### src/rtl/fetch_stage_if.sv
// rtl/fetch_stage_if.sv - instruction memory req/gnt/rvalid bus between fetch and imem
interface fetch_stage_if;
  logic        imem_req;
  logic [31:0] imem_addr;
  logic        imem_gnt;
  logic        imem_rvalid;
  logic [31:0] imem_rdata;

  modport master (
    output imem_req,
    output imem_addr,
    input  imem_gnt,
    input  imem_rvalid,
    input  imem_rdata
  );

  modport slave (
    input  imem_req,
    input  imem_addr,
    output imem_gnt,
    output imem_rvalid,
    output imem_rdata
  );
endinterface

### src/rtl/fetch_stage.sv
// rtl/fetch_stage.sv - fetch PC, single-outstanding imem requests, {pc, instr} prefetch buffer
module fetch_stage #(
  parameter logic [31:0] RESET_PC  = 32'h0000_0000,
  parameter int          BUF_DEPTH = 2,
  parameter logic [31:0] NOP_INSTR = 32'h0000_0013
) (
  input  logic                clk,
  input  logic                rst,
  input  logic                stall_if,
  input  logic                pc_src,
  input  logic [31:0]         new_pc,
  fetch_stage_if.master       imem,
  output logic [31:0]         instr_if,
  output logic [31:0]         pc_if,
  output logic                valid_if
);

  localparam int PW = $clog2(BUF_DEPTH);
  localparam int CW = PW + 1;

  typedef enum logic [1:0] {
    S_IDLE         = 2'd0,
    S_WAIT         = 2'd1,
    S_WAIT_DISCARD = 2'd2
  } state_t;

  state_t          r_state, w_state_nxt;
  logic [31:0]     r_fetch_pc;
  logic [31:0]     r_req_pc;
  logic [31:0]     r_pc_hold;
  logic [PW-1:0]   r_head, r_tail;
  logic [CW-1:0]   r_count;
  logic [31:0]     r_buf_pc    [BUF_DEPTH];
  logic [31:0]     r_buf_instr [BUF_DEPTH];

  logic            w_busy;
  logic            w_req;
  logic            w_fire;
  logic            w_push;
  logic            w_pop;
  logic            w_valid;
  logic [CW:0]     w_reserved;

  // A request is only issued when a buffer slot is guaranteed for its response.
  assign w_busy     = (r_state != S_IDLE);
  assign w_reserved = {1'b0, r_count} + (CW+1)'(w_busy);
  assign w_req      = rst && (r_state == S_IDLE) && !pc_src
                      && (w_reserved < (CW+1)'(BUF_DEPTH));
  assign w_fire     = w_req && imem.imem_gnt;
  assign w_push     = (r_state == S_WAIT) && imem.imem_rvalid && !pc_src;
  assign w_valid    = (r_count != '0);
  assign w_pop      = w_valid && !stall_if && !pc_src;

  always_comb begin
    w_state_nxt = r_state;
    case (r_state)
      S_IDLE: begin
        if (w_fire) w_state_nxt = S_WAIT;
      end
      S_WAIT: begin
        if (imem.imem_rvalid) w_state_nxt = S_IDLE;
        else if (pc_src)      w_state_nxt = S_WAIT_DISCARD;
      end
      S_WAIT_DISCARD: begin
        if (imem.imem_rvalid) w_state_nxt = S_IDLE;
      end
      default: w_state_nxt = S_IDLE;
    endcase
  end

  always_ff @(posedge clk) begin
    if (!rst) begin
      r_state    <= S_IDLE;
      r_fetch_pc <= RESET_PC;
      r_req_pc   <= RESET_PC;
      r_pc_hold  <= RESET_PC;
      r_head     <= '0;
      r_tail     <= '0;
      r_count    <= '0;
    end else begin
      assert (!(w_push && (r_count == CW'(BUF_DEPTH))));
      r_state <= w_state_nxt;
      if (w_fire) r_req_pc <= r_fetch_pc;
      if (w_valid) r_pc_hold <= r_buf_pc[r_head];
      if (pc_src) begin
        r_fetch_pc <= new_pc & 32'hFFFF_FFFC;
        r_head     <= '0;
        r_tail     <= '0;
        r_count    <= '0;
      end else begin
        if (w_fire) r_fetch_pc <= r_fetch_pc + 32'd4;
        if (w_push) begin
          r_buf_pc[r_tail]    <= r_req_pc;
          r_buf_instr[r_tail] <= imem.imem_rdata;
          r_tail              <= r_tail + PW'(1);
        end
        if (w_pop) r_head <= r_head + PW'(1);
        if (w_push && !w_pop)      r_count <= r_count + CW'(1);
        else if (!w_push && w_pop) r_count <= r_count - CW'(1);
      end
    end
  end

  assign imem.imem_req  = w_req;
  assign imem.imem_addr = r_fetch_pc;
  assign valid_if       = w_valid;
  assign instr_if       = w_valid ? r_buf_instr[r_head] : NOP_INSTR;
  assign pc_if          = w_valid ? r_buf_pc[r_head]    : r_pc_hold;

endmodule

### src/flat_wrapper.sv
// flat-port wrapper written by rule: the top's interface ports become plain ports
module fetch_stage_flat 
#(
  parameter logic [31:0] RESET_PC  = 32'h0000_0000,
  parameter int          BUF_DEPTH = 2,
  parameter logic [31:0] NOP_INSTR = 32'h0000_0013
)
  (clk, rst, stall_if, pc_src, new_pc, instr_if, pc_if, valid_if, imem_imem_req, imem_imem_addr, imem_imem_gnt, imem_imem_rvalid, imem_imem_rdata);
  fetch_stage_if imem_i ();
  input  logic clk;
  input  logic rst;
  input  logic stall_if;
  input  logic pc_src;
  input  logic [31:0] new_pc;
  output logic [31:0] instr_if;
  output logic [31:0] pc_if;
  output logic valid_if;
  output wire logic [$bits(imem_i.imem_req)-1:0] imem_imem_req;
  output wire logic [$bits(imem_i.imem_addr)-1:0] imem_imem_addr;
  input wire logic [$bits(imem_i.imem_gnt)-1:0] imem_imem_gnt;
  input wire logic [$bits(imem_i.imem_rvalid)-1:0] imem_imem_rvalid;
  input wire logic [$bits(imem_i.imem_rdata)-1:0] imem_imem_rdata;
  assign imem_imem_req = imem_i.imem_req;
  assign imem_imem_addr = imem_i.imem_addr;
  assign imem_i.imem_gnt = imem_imem_gnt;
  assign imem_i.imem_rvalid = imem_imem_rvalid;
  assign imem_i.imem_rdata = imem_imem_rdata;
  fetch_stage #(.RESET_PC(RESET_PC), .BUF_DEPTH(BUF_DEPTH), .NOP_INSTR(NOP_INSTR)) u_core (.clk(clk), .rst(rst), .stall_if(stall_if), .pc_src(pc_src), .new_pc(new_pc), .imem(imem_i), .instr_if(instr_if), .pc_if(pc_if), .valid_if(valid_if));
endmodule
### config.mk
export PLATFORM = sky130hd
export DESIGN_NAME = fetch_stage_flat
export DESIGN_NICKNAME = d
export VERILOG_FILES = /design/src/rtl/fetch_stage_if.sv /design/src/rtl/fetch_stage.sv /design/src/flat_wrapper.sv
export SDC_FILE = /design/constraint.sdc
export NUM_CORES = 1
export LEC_CHECK = 0
export ABC_CLOCK_PERIOD_IN_PS = 10250
export BUFFER_PORTS_ARGS = -buffer_cell sky130_fd_sc_hd__clkbuf_2
export CAP_MARGIN = 40
export CORE_MARGIN = 2
export CORE_UTILIZATION = 55
export CTS_BUF_LIST = sky130_fd_sc_hd__clkbuf_4 sky130_fd_sc_hd__clkbuf_8 sky130_fd_sc_hd__clkbuf_16
export CTS_CLUSTER_DIAMETER = 30
export DETAILED_ROUTE_END_ITERATION = 8
export HOLD_SLACK_MARGIN = 0.02
export PLACE_DENSITY = 0.76
export REMOVE_ABC_BUFFERS = 1
export SYNTH_ARGS = -nofsm -noshare
export SYNTH_HDL_FRONTEND = slang
export SYNTH_SLANG_ARGS = --single-unit
### constraint.sdc
create_clock -name clk -period 10.25 [get_ports clk]
set_clock_uncertainty 0.1 [all_clocks]
set_input_delay 1.025 -clock clk [delete_from_list [all_inputs] [get_ports clk]]
set_output_delay 1.025 -clock clk [all_outputs]
set_load 0.02 [all_outputs]
## Word level (Yosys, flattened, before mapping)

Memories as Yosys holds them, arrays and structs flattened. A register that Yosys moved wholly into a read port is not among the register bits.
Cells that the tools add are included.

| word-level totals | value |
|---|---|
| register bits after elaboration | 102 |
| word-level logic and storage cells | 63 |
| output and inout port bits | 98 |
| memories | 2 |
| input port bits | 70 |
| bits in writable memories | 128 |

| operators by class | value |
|---|---|
| multiplexer cells | 19 |
| eq/ne operators | 5 |
| bitwise operators | 1 |
| reductions and logical operators | 21 |
| $add $sub $neg | 6 |
| order comparisons | 1 |

Memories:

| memory | words | width | rd ports | clocked after memory_dff | write ports | RTL line | text |
|---|---|---|---|---|---|---|---|
| u_core.r_buf_instr | 2 | 32 | 1 | 1 | 1 | fetch_stage.sv:34 | `logic [31:0] r_buf_instr [BUF_DEPTH];` |
| u_core.r_buf_pc | 2 | 32 | 1 | 1 | 1 | fetch_stage.sv:33 | `logic [31:0] r_buf_pc [BUF_DEPTH];` |

Operators with widths:

| cell | number |
|---|---|
| two-way mux 32 bit | 4 |
| adder 32 x 3 -> 32 bit (second input constant) | 1 |
| two-way mux 2 bit | 6 |
| logical AND 1 bit | 10 |
| two-way mux 1 bit | 8 |
| nonzero test 2 bit | 4 |
| case mux 2 bit (3 select lines) | 1 |
| logical NOT 1 bit | 4 |
| adder 2 x 1 -> 3 bit | 1 |
| less-than comparator 3 x 2 -> 1 bit (second input constant) | 1 |
| != test 3 bit (second input constant) | 1 |
| AND reduction 3 bit | 1 |
| adder 1 bit (second input constant) | 2 |
| adder 2 x 1 -> 2 bit (second input constant) | 1 |
| == test 2 x 1 -> 1 bit (second input constant) | 1 |
| == test 2 bit (second input constant) | 1 |
| logical NOT 2 bit | 1 |
| != test 2 x 1 -> 1 bit (second input constant) | 1 |
| != test 2 bit (second input constant) | 1 |
| OR reduction 2 bit | 1 |
| subtractor 2 x 1 -> 2 bit (second input constant) | 1 |
| inverter 1 bit | 1 |

## Logic depth before layout (Yosys ltp)

| logic depth | value |
|---|---|
| word-level depth | 7 |
| mapped depth | 8 |
| depth with buffers taken out | 7 |

## Least setup slack after synthesis

OpenSTA, ideal clock, no wires.

| path | value |
|---|---|
| kind | input to register |
| start point | input rst |
| end point | memory u_core.r_buf_instr[1][0], enable pin |
| path buffers | 3 |
| slack | 1370 ps |
| required time | 9493 ps |
| stages | 5 |
| library setup time | 657 ps |
| arrival time | 8123 ps |
| path through | clkbuf_1 nand2b_1 clkbuf_1 buf_1 nor4b_1 |

| on the way | value |
|---|---|
| cells in the longest elaborated chain, start to end | 2 |

RTL lines:

| element | RTL line | text |
|---|---|---|
| start, declared | flat_wrapper.sv:11 | `input logic rst;` |
| two-way mux 1 bit | fetch_stage.sv:72 | `if (!rst) begin` |
| two-way mux 1 bit (not written as such) | fetch_stage.sv:94 | `r_buf_instr[r_tail] <= imem.imem_rdata;` |
| end, declared | fetch_stage.sv:34 |  |

No other way between the ends.

## Worst setup path in the final report

| path | value |
|---|---|
| start point | input rst |
| end point | output imem_imem_req |

| on the way | value |
|---|---|
| cells in the longest elaborated chain, start to end | 3 |

RTL lines:

| element | RTL line | text |
|---|---|---|
| logical AND 1 bit (2 in a row) | fetch_stage.sv:47 | `assign w_req = rst && (r_state == S_IDLE) && !pc_src` |
| logical AND 1 bit | fetch_stage.sv:48 | `&& (w_reserved < (CW+1)'(BUF_DEPTH));` |
| end, declared | flat_wrapper.sv:18 | `output wire logic [$bits(imem_i.imem_req)-1:0] imem_imem_req;` |

No other way between the ends.

==> flow_summary.yaml <==
placement:
  globalplace.congestion: 0.861
  place_area_sq_mm: 0.00986
  io_buffer_count: 163
  hpwl_microns: 12200
yosys:
  syn_inst: 772
  synth_async_sr_flop_share: 0
  synth.area.top_cells: "edfxtp_1 (42%), dfxtp_1 (22%), mux2i_1 (7.2%)"
  yosysWarningCount: 0
  ys_seq_elements: 223
  synth-edff-count: 124
  synthXorXnorAreaFrac: 0.00990
  synth-compound-area-share: 0.0873
  ys_seq_area_frac: 0.645
  yosys.area_share.simple: 0.152
  synth_area_per_cell_sq_um: 11.5
  post-synth-top-count-cell: "edfxtp_1"
  ys_types: 51
  synth_top_area_cell: "edfxtp_1"
  yosysTopAreaCellShare: 0.421
  synth_top_family_by_area: "simple AND/OR/NAND/NOR gates"
  syn-cell-area_sq_mm: 0.00884
  synth_flop_cell: "edfxtp_1"
  synth_fa_ha_area_frac: 0.00283
  yosys-top-cells-count: "edfxtp_1 (124), nand2_1 (112), dfxtp_1 (99)"
  synth.mux.area_fraction: 0.0724
clocking:
  cts_tree: "done"
  ctsHoldBuffers: 0
  htree_levels: 2
  cts_inserted_buffers: 37
  post-cts-setup-buffers: 0
  cts_buffer_depth: 3
  path_clk_slew_ns: 0.05
  cts.sinks: 223
  cts-resized-gates: 0
  cts-root-buf: "clkbuf_16"
  insertion_delay_ns: 0.49
timing:
  tightestPinTransition_ns: 0.902
  max_freq_mhz: 258
  min_period_ns: 3.88
  setup_violations: 0
  rsz0062_at_grt: "no"
  hold_violations: 0
  fin_setup_tns_ns: 0
  slew_violations: 0
  fin_crit_sh: 0.378
  slew_headroom: 0.393
setup_path:
  crit_top_cell: "clkbuf_2"
  cpPeakStageDelay_ns: 0.57
  cp_max_fo: 54
  required_ns: 9.13
  crit_arrival_ns: 2.75
  reg2reg_slack_ns: 7.45
  criticalPathCategory: "primary input to output pin"
  timing.critical_path.cells: "clkbuf_2 -> buf_4 -> nand2b_1 -> nor4_1 -> clkbuf_2"
  crit_slowest_cell: "nand2b_1"
  crit_start: "rst"
  crit_path_start_kind: "primary input"
  r2r-end: "u_core.r_count[1]"
  crit_end: "imem_imem_req"
  r2r_start: "u_core.r_count[1]"
  endpoint_kind: "output pin"
  reg2reg_depth: 7
floorplanning:
  fp.dieArea_sq_mm: 0.0171
  num_rows: 46
  die_h_microns: 131
  pin_count: 168
  coreArea_sq_mm: 0.0158
  die_x_microns: 131
  start_util: 0.559
routing:
  finalWirelength_microns: 19700
  vias: 6473
  ant_nets: 0
  drtIter0Drc: 342
  routed_via_density: 5.49
  drc_errors: 0
  firstDrtPassIters: 5
  wl_per_cell_microns: 16.7
global_route:
  grt_max_degree: 60
  overflow: 0
  first_global_vias: 5995
  antenna_found_initial: 0
  track_usage: 0.228
  grt_first_pass_wirelength_microns: 30100
cells_and_area:
  fill_cells: 1171
  layout-drive-gt1-share: 0.263
  regArea_sq_mm: 0.00571
  n_antenna_cell: 0
  num-nets-final: 1009
  multi_input_area_sq_mm: 0.00290
  area_growth_pct: 25.8
  final_area_sq_mm: 0.0111
outcome:
  status: "finished, final reports clean"
power_and_ir_drop:
  cellPowerDensity_mw_per_mm2: 206
  leakage_nw: 4.13
  peakVddDrop_uv: 126
worst_hold_path:
  hold_class: "flop to flop"
job:
  drv_cap: 0
## worst min-delay path by stage
stage                              startpoint                      to  cells past startpoint
after floorplan           u_core.r_req_pc[10]  u_core.r_buf_pc[0][10]                      0
after global placement     u_core.r_req_pc[3]   u_core.r_buf_pc[0][3]                      0
after detailed placement  u_core.r_req_pc[21]  u_core.r_buf_pc[0][21]                      0
after CTS                 u_core.r_req_pc[31]  u_core.r_buf_pc[1][31]                      0
after global routing      u_core.r_req_pc[31]  u_core.r_buf_pc[1][31]                      0
final                     u_core.r_req_pc[31]  u_core.r_buf_pc[1][31]                      0
## critical path, delay by kind of cell
| kind | cells | cell delay, ns |
|---|---|---|
| simple gates | 2 | 0.95 |
| buf+inv | 3 | 0.75 |
## flip-flops by register name, summed over array words and instances (netlist names), named ones only
signal	flops
u_core.r_tail	1
u_core.r_head	1
u_core.r_state	2
u_core.r_pc_hold	32
u_core.r_req_pc	30
u_core.r_count	2
u_core.r_buf_instr	64
u_core.r_buf_pc	60
u_core.imem.imem_addr	30
## report_power, final
part | internal (mW) | switching (mW) | total, mW
Clock | 0.810 | 0.405 | 1.21
Sequential | 0.956 | 0.0192 | 0.975
Combinational | 0.0342 | 0.0633 | 0.0975
Total | 1.80 | 0.487 | 2.29
## cells by family after synthesis
group,count (synthesis)
AOI/OAI and AO/OA,130
DFF,223
muxes,64
adders and majority gates,2
xor gates and xnor gates,10
and+or+nand+nor,277
buffers and inverters,65
other,1
## metal layers
layer	track usage	vias to the layer above	routed length, microns	part of all wire
met2	0.382	241	9490	0.48
met3	0.0550	38	1440	0.073
met1	0.289	3058	8290	0.42
met5	0	-	0	0
met4	0.0870	0	523	0.027
li1	-	3136	-	-
## through the flow
step	util	setup slack (ns)	total power [mW]	std cells	hold slack, ns
after floorplan	-	1.68	1.04	721	0.325
after global placement	0.622	6.40	1.08	1112	0.329
after detailed placement	0.623	6.38	1.09	1114	0.339
after CTS	0.703	6.37	2.30	1179	0.348
after global routing	0.703	6.22	2.36	1179	0.354
final	0.703	6.37	2.29	1179	0.349
## placed cells by master, fill, tap and decap left out, types with 18 or more instances in the layout
master     count
clkbuf_16     39
dfxtp_1       98
edfxtp_1     124
nand4_1       18
a21oi_1       38
mux2i_1       64
and2_1        32
nor2_1        48
o21ai_0       48
nand2_1      112
clkbuf_2     163
## final cells by class
cell class,instances,area share
Clock buffer,47,0.0954
Clock inverter,18,0.0178
Inverter,13,0.00439
Multi-Input combinational cell,485,0.261
Sequential cell,223,0.513
Tap cell,216,0.0243
Timing Repair Buffer,177,0.0837
Power figures use the tool's default switching activity.
